[src/rtl/mem_traffic_gen.sv]
// Stimulus/checker stage for the SDRAM controller: requests init, then runs four
// write/read-back phases and reports pass/fail, error count and first failing address.
module mem_traffic_gen #(
  parameter int unsigned N_PH0        = 1,
  parameter int unsigned N_PH1        = 2,
  parameter int unsigned N_PH2        = 8,
  parameter int unsigned N_PH3        = 8,
  parameter int unsigned TIMEOUT      = 64,
  parameter logic [31:0] INIT_TIMEOUT = 32'd20000
) (
  input  logic        clock,
  input  logic        reset,
  input  logic        start,
  input  logic        ready,
  input  logic [15:0] data_out,
  input  logic        data_out_valid,
  output logic        we,
  output logic        re,
  output logic [21:0] addr,
  output logic [15:0] data_in,
  output logic        init_start,
  output logic [3:0]  phase_start,
  output logic        done,
  output logic        busy,
  output logic        pass,
  output logic [7:0]  err_cnt,
  output logic [21:0] first_err_addr
);

  typedef enum logic [3:0] {
    IDLE, INIT_WAIT, PH_START, W_ISSUE, W_GAP, W_WAIT,
    R_ISSUE, R_GAP, R_DATA, R_WAIT, NEXT, FINISH
  } state_t;

  state_t      state, state_next;
  logic [1:0]  phase, phase_next;
  logic [7:0]  idx, idx_next, idx_inc, n_cur;
  logic [31:0] tcnt, tcnt_next;
  logic        armed;
  logic [21:0] cur_addr;
  logic [15:0] cur_data;
  logic [7:0]  err_inc;

  logic        we_next, re_next, init_start_next, done_next, busy_next, pass_next;
  logic [21:0] addr_next, first_err_addr_next;
  logic [15:0] data_in_next;
  logic [3:0]  phase_start_next;
  logic [7:0]  err_cnt_next;

  always_comb begin
    cur_addr = {14'b0, idx};
    n_cur    = 8'(N_PH0);
    case (phase)
      2'd0: begin
        cur_addr = {14'b0, idx};
        n_cur    = 8'(N_PH0);
      end
      2'd1: begin
        cur_addr = {2'b00, 12'h000, 8'h10 + idx};
        n_cur    = 8'(N_PH1);
      end
      2'd2: begin
        cur_addr = {idx[1:0], 12'h100 + {6'b0, idx[7:2]}, 8'h00};
        n_cur    = 8'(N_PH2);
      end
      default: begin
        cur_addr = {2'b11, 12'hFFF - {4'b0, idx}, 8'hFF - idx};
        n_cur    = 8'(N_PH3);
      end
    endcase
    cur_data = cur_addr[15:0] ^ 16'h5A5A ^ {phase, 14'b0};
    idx_inc  = idx + 8'd1;
    err_inc  = (err_cnt == 8'hFF) ? err_cnt : err_cnt + 8'd1;
  end

  always_comb begin
    state_next          = state;
    phase_next          = phase;
    idx_next            = idx;
    tcnt_next           = tcnt;
    we_next             = 1'b0;
    re_next             = 1'b0;
    init_start_next     = 1'b0;
    phase_start_next    = '0;
    done_next           = 1'b0;
    addr_next           = addr;
    data_in_next        = data_in;
    busy_next           = busy;
    pass_next           = pass;
    err_cnt_next        = err_cnt;
    first_err_addr_next = first_err_addr;

    case (state)
      IDLE: begin
        // armed blocks a start sampled on the first edge after reset release
        if (start && armed) begin
          err_cnt_next        = '0;
          first_err_addr_next = '0;
          pass_next           = 1'b0;
          busy_next           = 1'b1;
          init_start_next     = 1'b1;
          tcnt_next           = '0;
          state_next          = INIT_WAIT;
        end
      end
      INIT_WAIT: begin
        tcnt_next = tcnt + 32'd1;
        if (tcnt != 32'd0 && ready) begin
          phase_next = 2'd0;
          state_next = PH_START;
        end else if (tcnt == INIT_TIMEOUT - 32'd1) begin
          err_cnt_next        = 8'd1;
          first_err_addr_next = '0;
          state_next          = FINISH;
        end
      end
      PH_START: begin
        phase_start_next = 4'b0001 << phase;
        idx_next         = '0;
        state_next       = (n_cur == 8'd0) ? NEXT : W_ISSUE;
      end
      W_ISSUE: begin
        if (ready) begin
          we_next      = 1'b1;
          addr_next    = cur_addr;
          data_in_next = cur_data;
          state_next   = W_GAP;
        end
      end
      W_GAP: state_next = W_WAIT;
      W_WAIT: begin
        if (ready) begin
          if (idx_inc == n_cur) begin
            idx_next   = '0;
            state_next = R_ISSUE;
          end else begin
            idx_next   = idx_inc;
            state_next = W_ISSUE;
          end
        end
      end
      R_ISSUE: begin
        if (ready) begin
          re_next    = 1'b1;
          addr_next  = cur_addr;
          state_next = R_GAP;
        end
      end
      R_GAP: begin
        tcnt_next  = '0;
        state_next = R_DATA;
      end
      R_DATA: begin
        tcnt_next = tcnt + 32'd1;
        if (data_out_valid) begin
          if (data_out != cur_data) begin
            err_cnt_next = err_inc;
            if (err_cnt == 8'd0) first_err_addr_next = addr;
          end
          state_next = R_WAIT;
        end else if (tcnt == 32'(TIMEOUT - 1)) begin
          err_cnt_next = err_inc;
          if (err_cnt == 8'd0) first_err_addr_next = addr;
          state_next = R_WAIT;
        end
      end
      R_WAIT: begin
        if (ready) begin
          if (idx_inc == n_cur) begin
            state_next = NEXT;
          end else begin
            idx_next   = idx_inc;
            state_next = R_ISSUE;
          end
        end
      end
      NEXT: begin
        if (phase == 2'd3) begin
          state_next = FINISH;
        end else begin
          phase_next = phase + 2'd1;
          state_next = PH_START;
        end
      end
      FINISH: begin
        done_next  = 1'b1;
        pass_next  = (err_cnt == 8'd0);
        busy_next  = 1'b0;
        state_next = IDLE;
      end
      default: state_next = IDLE;
    endcase
  end

  always_ff @(posedge clock or posedge reset) begin
    if (reset) begin
      state          <= IDLE;
      phase          <= '0;
      idx            <= '0;
      tcnt           <= '0;
      armed          <= 1'b0;
      we             <= 1'b0;
      re             <= 1'b0;
      addr           <= '0;
      data_in        <= '0;
      init_start     <= 1'b0;
      phase_start    <= '0;
      done           <= 1'b0;
      busy           <= 1'b0;
      pass           <= 1'b0;
      err_cnt        <= '0;
      first_err_addr <= '0;
    end else begin
      state          <= state_next;
      phase          <= phase_next;
      idx            <= idx_next;
      tcnt           <= tcnt_next;
      armed          <= 1'b1;
      we             <= we_next;
      re             <= re_next;
      addr           <= addr_next;
      data_in        <= data_in_next;
      init_start     <= init_start_next;
      phase_start    <= phase_start_next;
      done           <= done_next;
      busy           <= busy_next;
      pass           <= pass_next;
      err_cnt        <= err_cnt_next;
      first_err_addr <= first_err_addr_next;
    end
  end

endmodule
[config.mk]
export PLATFORM = sky130hd
export DESIGN_NAME = mem_traffic_gen
export DESIGN_NICKNAME = d
export VERILOG_FILES = /design/src/rtl/mem_traffic_gen.sv
export SDC_FILE = /design/constraint.sdc
export NUM_CORES = 1
export LEC_CHECK = 0
export ABC_CLOCK_PERIOD_IN_PS = 3500
export CAP_MARGIN = 15
export CORE_MARGIN = 4
export CORE_UTILIZATION = 50
export CTS_CLUSTER_SIZE = 20
export DETAILED_ROUTE_END_ITERATION = 12
export GPL_TIMING_DRIVEN = 0
export PLACE_DENSITY = 0.77
export SLEW_MARGIN = 20
export SYNTH_ARGS = -nofsm -noshare
export SYNTH_HDL_FRONTEND = slang
export SYNTH_SLANG_ARGS = --single-unit
[constraint.sdc]
create_clock -name clock -period 3.5 [get_ports clock]
set_input_delay 0.35 -clock clock [delete_from_list [all_inputs] [get_ports clock]]
set_output_delay 0.35 -clock clock [all_outputs]
set_load 0.01 [all_outputs]
==> impl_metrics.yaml <==
outcome:
  status: "completed"
min_path:
  min-delay-path-class: "in -> reg"
  hold_depth: 2
critical_path:
  crit_path_end_kind: "flop"
  startpoint_type: "flop"
  critPathTopFamily: "simple AND/OR/NAND/NOR gates"
  worst-path-stages: 12
  arrival_ns: 3.62
  cp_slowest_cell: "dfrtp_2"
  r2r_cells: 12
  critPathMaxFanout: 10
  crit_chain: "inv_1 -> ha_1 -> nor2b_4 -> a22o_1 -> a2bb2oi_1 -> o211ai_1 -> nor4_1 -> and4bb_1 -> buf_2 -> a211o_1 -> buf_4 -> mux2_4"
  crit_buf_inv: 3
  crit_path_max_incr_delay_ns: 0.43
  crit_type: "reg -> reg"
  critical_path_required_ns: 3.80
place:
  place_hpwl_um: 13100
  place.gp.congestion: 0.927
  dp_slack_ns: 0.0352
  io_buffers: 97
  placed_cells: 1034
  placed_cell_area_um2: 8130
finish:
  drive_above_1_share_pct: 11.0
  final_area_um2: 8800
  fillers: 1080
  layout_common_cells: "dfrtp_1 (120), nand2_1 (97), clkdlybuf4s50_1 (97)"
  area_growth_syn_to_layout_pct: 28.5
  nets: 912
  n_antenna_cell: 0
  final_cells: 1067
  layout_commonest_cell: "dfrtp_1"
power_and_ir_drop:
  p_per_area_nw_per_um2: 782
  peakVddDrop_mv: 0.389
  p_leak_uw: 0.00390
global_routing:
  grt_pass1_wl_um: 29700
  antenna_found_initial: 0
  grt_overflow: 0
  grt_max_degree: 27
  grt_pass1_vias: 5819
  grt.total_usage_pct: 23.2
synth:
  async_flop_share_pct: 100
  post_synth.cell_area_avg_um2: 9.04
  ys.flop_type: "dfrtp_1"
  ys_types: 75
  yosysWarnings: 0
  ys_ff_latch: 121
  synth.cell_area_um2: 6850
  ys_seq_area_share_pct: 44.2
  synth-edff-count: 0
  syn_inst: 757
  synthesis.nets: 790
cts:
  cts_tree: "done"
  cts.sinks: 121
  clk_pin_slew_ns: 0.06
  cts_buffers: 17
  worstSkewPairLatency_ns: 0.42
  cts-root-buf: "clkbuf_16"
  cts_hold_buf: 0
  clock_path_buffers: 2
  htree_levels: 4
sta:
  setup_slack_ns: 0.184
  rsz0062_at_grt: "no"
  setup_tns_ns: 0
  max_freq_mhz: 302
  slew_headroom_pct: 40.9
  fin_crit_sh_pct: 94.8
  clock-skew-final_ns: 0.00639
  slew_violations: 0
  period_minus_slack_ns: 3.32
  whs_ns: 0.384
  worst_slew_pin_slew_ns: 0.878
  report.final.setup_viol: 0
  finalHoldViolations: 0
drt:
  drtIter0Drc: 716
  avgRoutedWirePerCell_um: 17.0
  dr.pass1.iters: 6
  ant_nets: 0
  routed_wl_um: 18100
  viasPerCell: 5.76
  vias: 6142
  drcViolationCount: 0
floorplanning:
  design.die.area_um2: 15600
  start_util_pct: 51.3
  io_pins: 99
  die_h_um: 125
  core-area_um2: 13300
  die_x_um: 125
  num_rows: 42
run:
  drv_cap: 0
-- sequential cells by signal (all words and copies together) (netlist names) --
signal and count:
addr 20, armed 1, busy 1, data_in 16, done 1, err_cnt 8, first_err_addr 20, idx 8
init_start 1, pass 1, phase 2, phase_start 4, re 1, state 4, tcnt 32, we 1
-- cells by family (layout without fill, tap and decap cells) --
group	count (synthesis)	count (layout)	synth area share, %
and+or+nand+nor	307	307	23.1
AOI/OAI and AO/OA	158	158	14.5
buffers and inverters	91	225	6.29
muxes	36	36	5.59
adders and majority gates	12	12	2.19
DFF	121	121	44.2
other	1	1	0.0548
xor gates and xnor gates	31	31	3.97
-- path summary, 6_finish.rpt --
| check | start | to | slack [ns] |
|---|---|---|---|
| worst max-delay path | phase[0]$_DFFE_PP0P_ | first_err_addr[14]$_DFFE_PP0P_ | 0.18 |
| worst min-delay path | ready | state[1]$_DFFE_PP0P_ | 0.38 |
| min in group asynchronous | reset | phase_start[3]$_DFF_PP0_ | 0.39 |
| max in group asynchronous | reset | addr[4]$_DFFE_PP0P_ | 2.39 |
| worst min register to register | data_in[7]$_DFFE_PP0P_ | data_in[7]$_DFFE_PP0P_ | 0.48 |
| worst max register to register | phase[0]$_DFFE_PP0P_ | first_err_addr[14]$_DFFE_PP0P_ | 0.18 |
-- layout make-up --
type                            count  area, um2  area share [%]
Multi-Input combinational cell    545       3420            38.9
Sequential cell                   121       3030            34.4
Timing Repair Buffer              103       1070            12.2
Clock buffer                       19        443            5.03
Buffer                             52        287            3.26
Tap cell                          176        220            2.50
Clock inverter                     12        175            1.99
Inverter                           39        150            1.71
-- what timing repair did --
item	in CTS	in global routing
resized for setup	0	10
buffers inserted	0	2
setup endpoints to repair	0	24
-- synth_stat cells, types with 5 or more instances --
library cell,n,area (um2)
a211o_1,6,52.6
a21oi_1,43,215
a2bb2oi_1,5,43.8
a31oi_1,8,50.1
and3_1,16,100
buf_2,14,70.1
buf_4,9,67.6
buf_6,5,56.3
clkbuf_1,22,82.6
dfrtp_1,121,3030
ha_1,12,150
inv_1,38,143
mux2_2,10,113
mux2i_1,24,240
nand2_1,97,364
nand2b_1,7,43.8
nand3_1,26,130
nand4_1,12,75.1
nor2_1,66,248
nor2b_1,23,144
nor3_1,12,60.1
nor4_1,9,56.3
o21ai_0,53,265
o22ai_1,5,31.3
or3_1,6,37.5
xnor2_1,15,131
xor2_1,16,140
-- power by group --
| part | leakage [uW] | switching, uW | internal, uW |
|---|---|---|---|
| Combinational | 0.00199 | 1690 | 1370 |
| Sequential | 0.00162 | 249 | 1740 |
| Clock | 0.000295 | 635 | 1200 |
| Total | 0.00390 | 2580 | 4310 |
-- metal layers --
| metal | global-route usage, % | share of wire, % |
|---|---|---|
| met3 | 4.56 | 5.7 |
| met4 | 8.67 | 2.2 |
| met1 | 31.5 | 44 |
| met2 | 37.1 | 48 |
| met5 | 0 | 0 |
-- through the flow --
stage | util (%) | total power (uW)
after detailed placement | 60.9 | 4980
final | 65.9 | 6880
after global routing | 65.9 | 7280
after floorplan | - | 3860
after global placement | 60.2 | 4910
after CTS | 65.5 | 6840
Power figures use the tool's default switching activity.
